File: src/rtl/enigma_pkg.sv
// Shared definitions for the rotor stepping logic: alphabet size, rotor types,
// notch positions, FSM state encoding and position arithmetic helpers.
package enigma_pkg;

  localparam int ALPHABET_SIZE = 26;

  typedef enum logic [2:0] {
    ROTOR_I    = 3'd0,
    ROTOR_II   = 3'd1,
    ROTOR_III  = 3'd2,
    ROTOR_IV   = 3'd3,
    ROTOR_V    = 3'd4,
    ROTOR_VI   = 3'd5,
    ROTOR_VII  = 3'd6,
    ROTOR_VIII = 3'd7
  } rotor_t;

  // Pre-step positions at which a rotor carries into its left neighbour.
  localparam logic [4:0] NOTCH_I    = 5'd16;
  localparam logic [4:0] NOTCH_II   = 5'd4;
  localparam logic [4:0] NOTCH_III  = 5'd21;
  localparam logic [4:0] NOTCH_IV   = 5'd9;
  localparam logic [4:0] NOTCH_V    = 5'd25;
  localparam logic [4:0] NOTCH_NAVY_A = 5'd12;  // rotors VI..VIII, first notch
  localparam logic [4:0] NOTCH_NAVY_B = 5'd25;  // rotors VI..VIII, second notch

  typedef logic [1:0] state_t;
  localparam state_t ST_IDLE = 2'd0;
  localparam state_t ST_EVAL = 2'd1;
  localparam state_t ST_STEP = 2'd2;

  // Advance one position with wrap 25 -> 0.
  function automatic logic [4:0] pos_inc(input logic [4:0] p);
    return (p >= 5'(ALPHABET_SIZE - 1)) ? 5'd0 : p + 5'd1;
  endfunction

  // Fold 26..31 back into 0..5 so stored positions never exceed 25.
  function automatic logic [4:0] pos_reduce(input logic [4:0] p);
    return (p >= 5'(ALPHABET_SIZE)) ? p - 5'(ALPHABET_SIZE) : p;
  endfunction

endpackage

File: src/rtl/rotor_notch_decode.sv
// Combinational notch detector: flags when a rotor of the given type sits at
// one of its carry positions. Zero latency, no state.
module rotor_notch_decode
  import enigma_pkg::*;
(
  input  logic [4:0] pos,
  input  rotor_t     rtype,
  output logic       at_notch
);

  // Compare the position against the notch(es) of the selected rotor type.
  always_comb begin
    at_notch = 1'b0;
    case (rtype)
      ROTOR_I:   at_notch = (pos == NOTCH_I);
      ROTOR_II:  at_notch = (pos == NOTCH_II);
      ROTOR_III: at_notch = (pos == NOTCH_III);
      ROTOR_IV:  at_notch = (pos == NOTCH_IV);
      ROTOR_V:   at_notch = (pos == NOTCH_V);
      default:   at_notch = (pos == NOTCH_NAVY_A) || (pos == NOTCH_NAVY_B);
    endcase
  end

endmodule

File: src/rtl/rotor_stepper.sv
// Three-rotor stepping FSM (IDLE -> EVAL -> STEP). A step accepted at edge n
// updates positions and pulses step_done at edge n+2; step_ready is low while
// busy and requests/loads arriving then are dropped, not queued.
// Build option: ROTOR_STEPPER_DOUBLE_STEP_EN enables the middle-rotor double step.
module rotor_stepper
  import enigma_pkg::*;
(
  input  logic       clk,
  input  logic       reset,
  input  logic       load,
  input  logic [2:0] load_type_l,
  input  logic [2:0] load_type_m,
  input  logic [2:0] load_type_r,
  input  logic [4:0] load_pos_l,
  input  logic [4:0] load_pos_m,
  input  logic [4:0] load_pos_r,
  input  logic       step_req,
  output logic       step_ready,
  output logic [4:0] pos_l,
  output logic [4:0] pos_m,
  output logic [4:0] pos_r,
  output logic       step_done
);

  state_t     state_q, state_d;
  rotor_t     type_l_q, type_l_d;
  rotor_t     type_m_q, type_m_d;
  rotor_t     type_r_q, type_r_d;
  logic [4:0] pos_l_q, pos_l_d;
  logic [4:0] pos_m_q, pos_m_d;
  logic [4:0] pos_r_q, pos_r_d;
  logic       notch_r_q, notch_r_d;
  logic       notch_m_q, notch_m_d;
  logic       done_q, done_d;
  logic       at_notch_r, at_notch_m;
  logic       mid_adv;

  // The leftmost rotor's notch never carries anywhere, so its type is held
  // only for completeness of the loaded configuration.
  logic       unused_type_l;
  assign unused_type_l = ^type_l_q;

  rotor_notch_decode u_notch_r (
    .pos      (pos_r_q),
    .rtype    (type_r_q),
    .at_notch (at_notch_r)
  );

  rotor_notch_decode u_notch_m (
    .pos      (pos_m_q),
    .rtype    (type_m_q),
    .at_notch (at_notch_m)
  );

`ifdef ROTOR_STEPPER_DOUBLE_STEP_EN
  // Historical behaviour: a middle rotor sitting on its notch drags itself along.
  assign mid_adv = notch_r_q | notch_m_q;
`else
  // Pure odometer: the middle rotor only moves on a carry from the right.
  assign mid_adv = notch_r_q;
`endif

  // Next-state logic; the left rotor follows notch_m in both builds.
  always_comb begin
    state_d   = state_q;
    type_l_d  = type_l_q;
    type_m_d  = type_m_q;
    type_r_d  = type_r_q;
    pos_l_d   = pos_l_q;
    pos_m_d   = pos_m_q;
    pos_r_d   = pos_r_q;
    notch_r_d = notch_r_q;
    notch_m_d = notch_m_q;
    done_d    = 1'b0;
    case (state_q)
      ST_IDLE: begin
        if (load) begin
          // Load wins over a coincident step request.
          type_l_d = rotor_t'(load_type_l);
          type_m_d = rotor_t'(load_type_m);
          type_r_d = rotor_t'(load_type_r);
          pos_l_d  = pos_reduce(load_pos_l);
          pos_m_d  = pos_reduce(load_pos_m);
          pos_r_d  = pos_reduce(load_pos_r);
        end else if (step_req) begin
          state_d = ST_EVAL;
        end
      end
      ST_EVAL: begin
        notch_r_d = at_notch_r;
        notch_m_d = at_notch_m;
        state_d   = ST_STEP;
      end
      ST_STEP: begin
        pos_r_d = pos_inc(pos_r_q);
        if (mid_adv)   pos_m_d = pos_inc(pos_m_q);
        if (notch_m_q) pos_l_d = pos_inc(pos_l_q);
        done_d  = 1'b1;
        state_d = ST_IDLE;
      end
      default: state_d = ST_IDLE;
    endcase
  end

  // State registers; reset aborts any step in flight.
  always_ff @(posedge clk or posedge reset) begin
    if (reset) begin
      state_q   <= ST_IDLE;
      type_l_q  <= ROTOR_I;
      type_m_q  <= ROTOR_I;
      type_r_q  <= ROTOR_I;
      pos_l_q   <= 5'd0;
      pos_m_q   <= 5'd0;
      pos_r_q   <= 5'd0;
      notch_r_q <= 1'b0;
      notch_m_q <= 1'b0;
      done_q    <= 1'b0;
    end else begin
      state_q   <= state_d;
      type_l_q  <= type_l_d;
      type_m_q  <= type_m_d;
      type_r_q  <= type_r_d;
      pos_l_q   <= pos_l_d;
      pos_m_q   <= pos_m_d;
      pos_r_q   <= pos_r_d;
      notch_r_q <= notch_r_d;
      notch_m_q <= notch_m_d;
      done_q    <= done_d;
    end
  end

  assign step_ready = (state_q == ST_IDLE);
  assign pos_l      = pos_l_q;
  assign pos_m      = pos_m_q;
  assign pos_r      = pos_r_q;
  assign step_done  = done_q;

endmodule

File: config.mk
export PLATFORM = sky130hd
export DESIGN_NAME = rotor_stepper
export DESIGN_NICKNAME = d
export VERILOG_FILES = /design/src/rtl/enigma_pkg.sv /design/src/rtl/rotor_notch_decode.sv /design/src/rtl/rotor_stepper.sv
export SDC_FILE = /design/constraint.sdc
export NUM_CORES = 1
export LEC_CHECK = 0
export CORE_UTILIZATION = 52
export CTS_BUF_LIST = sky130_fd_sc_hd__clkbuf_4 sky130_fd_sc_hd__clkbuf_8
export CTS_CLUSTER_DIAMETER = 120
export DETAILED_ROUTE_END_ITERATION = 7
export GPL_ROUTABILITY_DRIVEN = 0
export PLACE_DENSITY = 0.87
export SLEW_MARGIN = 20
export SYNTH_ARGS = -nofsm -noshare
export SYNTH_HDL_FRONTEND = slang
export SYNTH_SLANG_ARGS = --single-unit
File: constraint.sdc
create_clock -name clk -period 2.1 [get_ports clk]
set_clock_uncertainty 0.1 [all_clocks]
set_input_delay 0.42 -clock clk [delete_from_list [all_inputs] [get_ports clk]]
set_output_delay 0.42 -clock clk [all_outputs]
set_load 0.02 [all_outputs]
==> impl_metrics.csv <==
group,metric,value,unit
run_status,status,"finished clean",
die,start_util,55.6,%
yosys,synth_compound_area_share,25.3,%
cts,clockBufferDepth,2,
critical_path,cp_cell_sequence,"clkdlybuf4s50_1",
critical_path,r2r_slack,0.30,ns
critical_path,worst-path-stages,1,
pwr,clkPwrFrac,22.2,%
sta,hold_violations,0,
critical_path,startpoint,"pos_r[3]",
pwr,p_leak,1.09,nW
yosys,synth_edf_count,0,
global_routing,grt_pass1_wl,7.49,mm
critical_path,cp.buffers_inverters,1,
yosys,synthCells,230,
drt,drtIter0Drc,204,
cts,postCtsSetupRepairBufs,0,
cts,cts_root_buf,"clkbuf_8",
min_path,hold_path.class,"input pin to asynchronous set/reset pin",
drt,via_per_inst,5.75,
cts,clk_pin_slew_worst_paths,0.10,ns
critical_path,critical_path_arrival,1.49,ns
yosys,syn-num-nets,269,
global_routing,met2_usage,38.3,%
drt,drc,0,
die,dieArea,0.00393,mm^2
cts,numCtsBuffers,3,
die,io_pins,45,
die,die_h,62.7,um
pwr,power_switching,0.700,mW
global_routing,grt_use_met1,33.3,%
placed_design,pre_cts_slack,0.00459,ns
sta,period_share,95.9,%
critical_path,rr_startpoint,"pos_m[0]",
yosys,synthAdderAreaFrac,7.19,%
critical_path,cp_data_required_time,1.58,ns
pwr,power.density,761,mW/mm^2
sta,timing.final.ws_setup,0.0871,ns
finish,diodes,0,
global_routing,grt_max_degree,27,
critical_path,crit_family,"buffers and inverters",
cts,htreeDepth,1,
placed_design,dp_hpwl,3.18,mm
pwr,p_seq_share,39.2,%
drt,routedWlPerCell,13.4,um
pwr,pwr-share-comb,38.6,%
pwr,switching_share,36.5,%
yosys,synthesis.area,0.00191,mm^2
sta,finalMaxSlewViolations,0,
yosys,ys_warn_count,0,
flow_run,cap_violations,0,
critical_path,cp-end-kind,"output pin",
finish,area_delta_synth_final,31.6,%
cts,cts_tree,"built",
critical_path,crit_type,"flip-flop to output pin",
sta,setup_viol,0,
global_routing,busiest_layer,"met2",
finish,drive_gt1_share,11.4,%
cts,clock-sinks,26,
critical_path,rr_worst_depth,5,
die,fp.dieW,62.7,um
die,rows,21,
die,coreArea,0.00344,mm^2
critical_path,critPathLaunchType,"flip-flop",
finish,fill_cells,268,
finish,final_nets,320,
pwr,max-vdd-ir-drop,0.558,mV
critical_path,worstSetupEndpoint,"pos_r[3]",
drt,vias,1873,
cts,cts_resized,0,
yosys,async_flop_share,100,%
sta,worst_slew_pin_slew,0.575,ns
finish,seqCellArea,651,um^2
global_routing,globalRouteMet3Util,2.37,%
yosys,synth-xor-area-share,0.458,%
yosys,syn_avg_cell_area,8.32,um^2
yosys,yosysUniqueCellTypes,53,
critical_path,crit-reg2reg-capture,"pos_m[2]",
placed_design,portBuffers,41,
drt,firstDrtPassIters,4,
yosys,synth-seq-area-share,34.0,%
pwr,intPower,1.22,mW
yosys,synthSimpleGateAreaFrac,25.7,%
yosys,synthFlopType,"dfrtp_1",
critical_path,cp_max_fo,10,
sta,rsz0062_at_grt,"false",
sta,setup-tns-final,0,ns
critical_path,worst_path_max_delay_cell,"clkdlybuf4s50_1",
finish,multiInputGateArea,0.00114,mm^2
critical_path,cpPeakStageDelay,0.67,ns
global_routing,antenna_found_initial,0,
global_routing,grt_usage,23.6,%
drt,wl,4.38,mm
yosys,ys_ff_latch,26,
global_routing,grt_pass1_vias,1637,
yosys,synth_mux_area_share,1.05,%
sta,finalCriticalPeriod,2.01,ns
cts,clk_latency,0.28,ns
sta,maxSlewHeadroom,61.2,%
cts,holdBufCountCts,0,
yosys,synth_top_family_by_area,"simple AND/OR/NAND/NOR gates",
sta,fmax,0.497,GHz
drt,ant_nets,0,
global_routing,grt_overflow,0,
pwr,power.total,1.92,mW
## kinds of logic after synthesis
| family | Yosys count |
|---|---|
| DFF | 26 |
| muxes | 2 |
| xor gates and xnor gates | 1 |
| buffers and inverters | 29 |
| adders and majority gates | 11 |
| AOI/OAI and AO/OA | 68 |
| and+or+nand+nor | 93 |
## how the worst min path moves through the flow
stage / startpoint / to / slack, ns / cells after the start
final: reset / pos_l[4] / 0.40 / 3
after global routing: reset / pos_l[4] / 0.45 / 3
after CTS: reset / pos_l[4] / 0.42 / 3
after detailed placement: type_m_q[2] / type_m_q[2] / 0.40 / 2
after global placement: type_m_q[2] / type_m_q[2] / 0.39 / 2
after floorplan: reset / mid_adv / 0.36 / 1
## worst reg2reg max path, stage by stage, from the launching register on
cell,delay (ns)
dfrtp_1,0.54
ha_1,0.23
nor4_1,0.06
o21ai_1,0.32
and4bb_1,0.23
a211o_1,0.21
## synth_stat cells, types with 3 or more instances
| library cell | number | area, um^2 |
|---|---|---|
| inv_1 | 18 | 67.6 |
| nand4_1 | 4 | 25.0 |
| nor2_1 | 10 | 37.5 |
| ha_1 | 11 | 138 |
| o211ai_1 | 10 | 75.1 |
| nor3_1 | 6 | 30.0 |
| o21ai_0 | 12 | 60.1 |
| a2bb2oi_1 | 3 | 26.3 |
| a211o_1 | 5 | 43.8 |
| nand2_1 | 38 | 143 |
| buf_2 | 7 | 35.0 |
| o21a_1 | 3 | 22.5 |
| dfrtp_1 | 26 | 651 |
| nand3_1 | 8 | 40.0 |
| o221ai_1 | 3 | 26.3 |
| a21oi_1 | 9 | 45.0 |
| o22ai_1 | 4 | 25.0 |
| nand2b_1 | 7 | 43.8 |
## state kept, by name (all words and copies together), names as in the netlist
| register | flops |
|---|---|
| pos_l | 5 |
| pos_m | 5 |
| pos_r | 5 |
| type_m_q | 3 |
| type_r_q | 3 |
| state_q | 2 |
| mid_adv | 1 |
| notch_m_q | 1 |
| step_done | 1 |
## final cells by class
type                    instances  share of cell area (%)
clock buffers                   3                    1.64
clock inverters                 1                    1.19
inverters                      19                    2.93
multi-input cells             175                    45.4
flip-flops and latches         26                    25.8
well taps                      46                    2.29
repair buffers                 56                    20.8
## power by group through the flow
stage	Clock, mW	Combinational (mW)	Sequential, mW
floorplan	0	0.395	0.783
global placement	0	0.717	0.755
detailed placement	0	0.734	0.758
CTS	0.425	0.741	0.749
global route	0.445	0.814	0.775
finish	0.425	0.740	0.752
## metal layers
| metal | vias to the layer above | part of all wire, % |
|---|---|---|
| met3 | 7 | 4.9 |
| met4 | 0 | 1.3 |
| met1 | 869 | 48 |
| li1 | 933 | - |
| met5 | - | 0 |
| met2 | 64 | 46 |
## placed cells by master, fill, tap and decap left out, types with 2 or more instances in the layout
master,instances
a211o_1,5
a21oi_1,9
a21oi_2,2
a22o_1,2
a2bb2oi_1,3
a31o_2,2
and3_1,2
buf_4,15
clkbuf_8,3
clkdlybuf4s50_1,41
dfrtp_1,26
ha_1,11
inv_1,18
mux2i_1,2
nand2_1,38
nand2b_1,7
nand2b_4,2
nand3_1,8
nand3b_1,2
nand4_1,4
nand4b_1,2
nor2_1,10
nor3_1,6
nor4_1,2
o211ai_1,10
o21a_1,3
o21ai_0,12
o21ai_1,2
o221ai_1,3
o22ai_1,4
## stage by stage
step                hold slack [ns]  utilization (%)  instances  area (um^2)
finish                        0.405             73.2        326         2520
global route                  0.455             73.2        326         2520
CTS                           0.423             73.2        326         2520
detailed placement            0.401             71.1        322         2450
global placement              0.385             71.1        322         2450
floorplan                     0.360                -        230         1910
Power figures use the tool's default switching activity.
